==> src/rtl/serial_arith_pkg.sv <==
// Shared definitions for the bit-serial arithmetic blocks (subtractor now, adder later).
package serial_arith_pkg;

  localparam int DEFAULT_WIDTH = 8;

  localparam logic [1:0] IDLE  = 2'd0;
  localparam logic [1:0] SHIFT = 2'd1;
  localparam logic [1:0] DONE  = 2'd2;

  typedef enum logic [1:0] {
    S_IDLE  = IDLE,
    S_SHIFT = SHIFT,
    S_DONE  = DONE
  } serial_state_e;

endpackage

==> src/rtl/full_subtractor.sv <==
// One-bit combinational full subtractor: diff = a - b - bin, bout = borrow out.
module full_subtractor (
  output logic diff,
  output logic bout,
  input  logic a,
  input  logic b,
  input  logic bin
);

  assign diff = a ^ b ^ bin;
  assign bout = (~a & b) | (~(a ^ b) & bin);

endmodule

==> src/rtl/serial_subtractor.sv <==
// Bit-serial LSB-first unsigned subtractor: one full-subtractor cell plus a borrow flop,
// producing (a - b - bin) mod 2^WIDTH and the borrow-out after WIDTH shift cycles.
module serial_subtractor
  import serial_arith_pkg::*;
#(
  parameter int WIDTH = DEFAULT_WIDTH
) (
  input  logic             clk,
  input  logic             rst_n,
  input  logic             start,
  input  logic [WIDTH-1:0] a,
  input  logic [WIDTH-1:0] b,
  input  logic             bin,
  output logic             busy,
  output logic             done,
  output logic [WIDTH-1:0] diff,
  output logic             bout
);

  localparam int CNT_W = $clog2(WIDTH + 1);
  localparam logic [CNT_W-1:0] LAST_BIT = CNT_W'(WIDTH - 1);

  serial_state_e    state_q, state_d;
  logic [WIDTH-1:0] a_q, a_d;
  logic [WIDTH-1:0] b_q, b_d;
  logic [WIDTH-1:0] res_q, res_d;
  logic [WIDTH-1:0] diff_q, diff_d;
  logic             brw_q, brw_d;
  logic             bout_q, bout_d;
  logic [CNT_W-1:0] cnt_q, cnt_d;

  logic             cell_diff;
  logic             cell_bout;
  logic [WIDTH-1:0] res_shift;

  full_subtractor u_cell (
    .diff (cell_diff),
    .bout (cell_bout),
    .a    (a_q[0]),
    .b    (b_q[0]),
    .bin  (brw_q)
  );

  // New bit enters at the MSB so the LSB-first stream lands in place after WIDTH shifts.
  generate
    if (WIDTH == 1) begin : g_res_w1
      assign res_shift = cell_diff;
    end else begin : g_res_wn
      assign res_shift = {cell_diff, res_q[WIDTH-1:1]};
    end
  endgenerate

  always_comb begin
    state_d = state_q;
    a_d     = a_q;
    b_d     = b_q;
    res_d   = res_q;
    diff_d  = diff_q;
    brw_d   = brw_q;
    bout_d  = bout_q;
    cnt_d   = cnt_q;
    case (state_q)
      S_IDLE: begin
        if (start) begin
          a_d     = a;
          b_d     = b;
          brw_d   = bin;
          cnt_d   = '0;
          state_d = S_SHIFT;
        end
      end
      S_SHIFT: begin
        a_d   = a_q >> 1;
        b_d   = b_q >> 1;
        brw_d = cell_bout;
        res_d = res_shift;
        cnt_d = cnt_q + CNT_W'(1);
        if (cnt_q == LAST_BIT) begin
          diff_d  = res_shift;
          bout_d  = cell_bout;
          state_d = S_DONE;
        end
      end
      S_DONE: begin
        state_d = S_IDLE;
      end
      default: begin
        state_d = S_IDLE;
      end
    endcase
  end

  always_ff @(posedge clk or negedge rst_n) begin
    if (!rst_n) begin
      state_q <= S_IDLE;
      a_q     <= '0;
      b_q     <= '0;
      res_q   <= '0;
      diff_q  <= '0;
      brw_q   <= 1'b0;
      bout_q  <= 1'b0;
      cnt_q   <= '0;
    end else begin
      state_q <= state_d;
      a_q     <= a_d;
      b_q     <= b_d;
      res_q   <= res_d;
      diff_q  <= diff_d;
      brw_q   <= brw_d;
      bout_q  <= bout_d;
      cnt_q   <= cnt_d;
    end
  end

  assign busy = (state_q != S_IDLE);
  assign done = (state_q == S_DONE);
  assign diff = diff_q;
  assign bout = bout_q;

endmodule

==> config.mk <==
export PLATFORM = sky130hd
export DESIGN_NAME = serial_subtractor
export DESIGN_NICKNAME = d
export VERILOG_FILES = /design/src/rtl/serial_arith_pkg.sv /design/src/rtl/full_subtractor.sv /design/src/rtl/serial_subtractor.sv
export SDC_FILE = /design/constraint.sdc
export NUM_CORES = 1
export LEC_CHECK = 0
export CORE_ASPECT_RATIO = 1.25
export CORE_MARGIN = 8
export CORE_UTILIZATION = 35
export CTS_CLUSTER_SIZE = 20
export DETAILED_ROUTE_END_ITERATION = 8
export PLACE_DENSITY_LB_ADDON = 0.25
export SLEW_MARGIN = 30
export SYNTH_ARGS = -nofsm -noshare
export SYNTH_HDL_FRONTEND = slang
export SYNTH_HIERARCHICAL = 1
export SYNTH_SLANG_ARGS = --single-unit
==> constraint.sdc <==
create_clock -name clk -period 1.95 [get_ports clk]
set_input_delay 0.2925 -clock clk [delete_from_list [all_inputs] [get_ports clk]]
set_output_delay 0.2925 -clock clk [all_outputs]
set_load 0.03 [all_outputs]
==> impl_metrics.env <==
export IMPL_setup_tns_ns=0
export IMPL_overflow=0
export IMPL_synth_cell_area_um2=1630
export IMPL_synth_area_per_cell_um2=10.8
export IMPL_relSlewSlack_pct=63.4
export IMPL_die_area_um2=7130
export IMPL_io_pins=31
export IMPL_detailed_place_hpwl_um=2530
export IMPL_timing_rr_end="bout$_DFFE_PN0P_"
export IMPL_chipWidth_um=77.1
export IMPL_clkTransAtPathRegs_ns=0.08
export IMPL_numClockSinks=39
export IMPL_critical_path_n_buffers_inverters=0
export IMPL_wire_length_of_the_first_global_routing_pass_um=6250
export IMPL_port_buffer_count=30
export IMPL_timing_worst_setup_path_type="reg2reg"
export IMPL_antenna_violations_before_repair=0
export IMPL_netlist_top_cell_by_area="sky130_fd_sc_hd__dfrtp_1"
export IMPL_final_min_clock_period_ns=1.70
export IMPL_final_setup_viol_count=0
export IMPL_first_drt_pass_iteration_count=4
export IMPL_number_of_warnings_reported_in_the_yosys_synthesis_log=6
export IMPL_setup_crit_end_kind="flip-flop"
export IMPL_synth_yosys_seq_area_share_pct=59.7
export IMPL_netlist_cell_type_count=20
export IMPL_power_leakage_nw=0.947
export IMPL_fp_dieH_um=92.4
export IMPL_worst_r2r_path_depth=3
export IMPL_final_period_utilization_pct=87.3
export IMPL_run_status="finished, final reports clean"
export IMPL_hold_path_class="in2async"
export IMPL_timing_critical_path_arrival_ns=1.88
export IMPL_number_of_global_route_vias_before_repair=1340
export IMPL_timing_rr_start="state_q[1]$_DFFE_PN0P_"
export IMPL_finalCoreUtilization_pct=46.3
export IMPL_synth_top_cells_by_area="sky130_fd_sc_hd__dfrtp_1, sky130_fd_sc_hd__nand2_1, sky130_fd_sc_hd__a22oi_1"
export IMPL_remaining_drc_errors=0
export IMPL_finClkSkew_ns=0.00960
export IMPL_ctsHtreeMaxLevel=2
export IMPL_power_density_nw_per_um2=1640
export IMPL_achievable_frequency_mhz=587
export IMPL_cts_root_buffer="sky130_fd_sc_hd__clkbuf_8"
export IMPL_cts_root_to_sink_buffers=2
export IMPL_postSynthNetCount=174
export IMPL_inserted_clock_buffers=5
export IMPL_syn_instance_count=152
export IMPL_grt_setup_unrepaired="no"
export IMPL_worst_vdd_rail_ir_drop_mv=0.549
export IMPL_cap_viol_max_count=0
export IMPL_fp_coreArea_um2=4620
export IMPL_antennaDiodeCount=0
export IMPL_drt_wl_total_um=3460
export IMPL_hold_buffers=0
export IMPL_yosysTopAreaCellShare_pct=59.7
export IMPL_cp_data_required_time_ns=2.13
export IMPL_initial_core_util_pct=35.3
export IMPL_worst_path_dominant_cell_family="simple AND/OR/NAND/NOR gates"
export IMPL_critical_path_cell_chain="nand2b_1 -> nor3_4 -> mux2_2"
export IMPL_critical_path_startpoint_type="flip-flop"
export IMPL_finalMaxSlewViolations=0
export IMPL_place_congestion=0.717
export IMPL_num_vias=1223
export IMPL_ys_seq_elements=39
export IMPL_buffers_inserted_by_post_cts_timing_repair=0
export IMPL_crit_slowest_cell="sky130_fd_sc_hd__dfrtp_1"
export IMPL_final_critical_path_setup_slack_ns=0.248
export IMPL_critical_path_max_fanout=10
export IMPL_grt_total_usage_pct=10.6
export IMPL_placement_rows=28
export IMPL_worstSkewPairLatency_ns=0.29
export IMPL_largest_net_degree_at_the_start_of_global_routing=40
export IMPL_wl_per_cell_um=13.9
export IMPL_drt_iter0_markers=110
export IMPL_cts_tree="built"
export IMPL_syn2layout_area_growth_pct=31.0
export IMPL_max_slew_worst_pin_slew_ns=0.548
export IMPL_register_to_register_setup_slack_ns=0.25
export IMPL_drive_gt1_share_pct=15.3
export IMPL_ant_nets=0
export IMPL_vias_per_cell=4.91
export IMPL_place_worst_setup_slack_ns=0.259
export IMPL_cpPeakStageDelay_ns=0.48
export IMPL_final_hold_viol_count=0
export IMPL_post_cts_resized=3
export IMPL_finalNetCount=210
[registers in the layout, indices dropped and copies added (netlist names)]
register / count
a_q: 8
b_q: 8
diff: 8
res_q: 7
cnt_q: 4
state_q: 2
bout: 1
brw_q: 1
[per-stage QoR]
step | area [µm²] | std cells | total power, mW | hold WS (ns)
final | 2140 | 249 | 3.50 | 0.0448
after global routing | 2140 | 249 | 3.80 | 0.0807
after detailed placement | 2030 | 241 | 2.89 | 0.375
after global placement | 2030 | 241 | 2.81 | 0.367
after CTS | 2140 | 249 | 3.55 | 0.0585
after floorplan | 1630 | 152 | 2.34 | -0.00309
[cells in the final DEF (no fill, tap or decap), types with 2 or more instances in the layout]
cell,count
sky130_fd_sc_hd__a22o_1,2
sky130_fd_sc_hd__a22oi_1,15
sky130_fd_sc_hd__a32o_1,2
sky130_fd_sc_hd__buf_4,8
sky130_fd_sc_hd__clkbuf_8,5
sky130_fd_sc_hd__clkdlybuf4s50_1,27
sky130_fd_sc_hd__dfrtp_1,38
sky130_fd_sc_hd__dlygate4sd2_1,2
sky130_fd_sc_hd__inv_1,4
sky130_fd_sc_hd__mux2_2,10
sky130_fd_sc_hd__nand2_1,39
sky130_fd_sc_hd__nand3_1,3
sky130_fd_sc_hd__nor2_1,3
sky130_fd_sc_hd__nor2b_1,3
sky130_fd_sc_hd__o21ai_0,16
[worst reg2reg max path: cells and delay by family (launching register included)]
family / cells / cell delay [ns]
mux: 1 / 0.40
simple gates: 2 / 0.70
flops: 1 / 0.48
[report_power, final]
group / leakage [nW] / internal [mW] / total (mW) / switching [mW]
Clock: 0.0581 / 0.381 / 0.668 / 0.287
Sequential: 0.498 / 1.16 / 1.41 / 0.248
Combinational: 0.392 / 0.644 / 1.42 / 0.781
[logic make-up after synthesis]
group,count (synthesis),synth area share [%]
multiplexers,10,6.89
buffers and inverters,13,3.06
AND/OR/NAND/NOR,51,13.5
flip-flops,39,59.7
adder cells (fa/ha/maj),2,1.99
AO/OA/AOI/OAI,37,14.9
[cells in the mapped netlist, drive strengths merged]
library cell and count:
dfrtp 39, nand2 39, o21ai 16, a22oi 15
mux2 10, clkbuf 8, inv 4, nand3 3
nor2 3, nor2b 3, a22o 2, a32o 2
a21oi 1, buf 1, fa 1, ha 1
nand2b 1, nor3 1, o21bai 1, or3 1
[per-layer routing]
layer  track usage [%]  share of wire [%]  up-vias
met5                 0                  0        -
met4              3.47               0.87        0
met3              4.07                5.8        4
met2              17.7                 49       35
met1              12.3                 44      588
li1                  -                  -      596
[worst max path at each step]
stage	startpoint	slack, ns	end	cells past startpoint
after floorplan	state_q[1]$_DFFE_PN0P_	0.46	bout$_DFFE_PN0P_	4
after global placement	state_q[1]$_DFFE_PN0P_	0.31	bout$_DFFE_PN0P_	3
after detailed placement	state_q[1]$_DFFE_PN0P_	0.26	bout$_DFFE_PN0P_	3
after CTS	state_q[1]$_DFFE_PN0P_	0.22	bout$_DFFE_PN0P_	3
after global routing	state_q[1]$_DFFE_PN0P_	0.13	diff[1]$_DFFE_PN0P_	3
final	state_q[1]$_DFFE_PN0P_	0.25	bout$_DFFE_PN0P_	3
[cell type report]
cell class / instances / area (µm²)
fillers: 453 / 2480
flip-flops and latches: 39 / 977
multi-input cells: 100 / 608
repair buffers: 38 / 353
well taps: 60 / 75.1
clock buffers: 5 / 68.8
clock inverters: 3 / 43.8
inverters: 4 / 15.0
(Power assumes the default switching activity.)
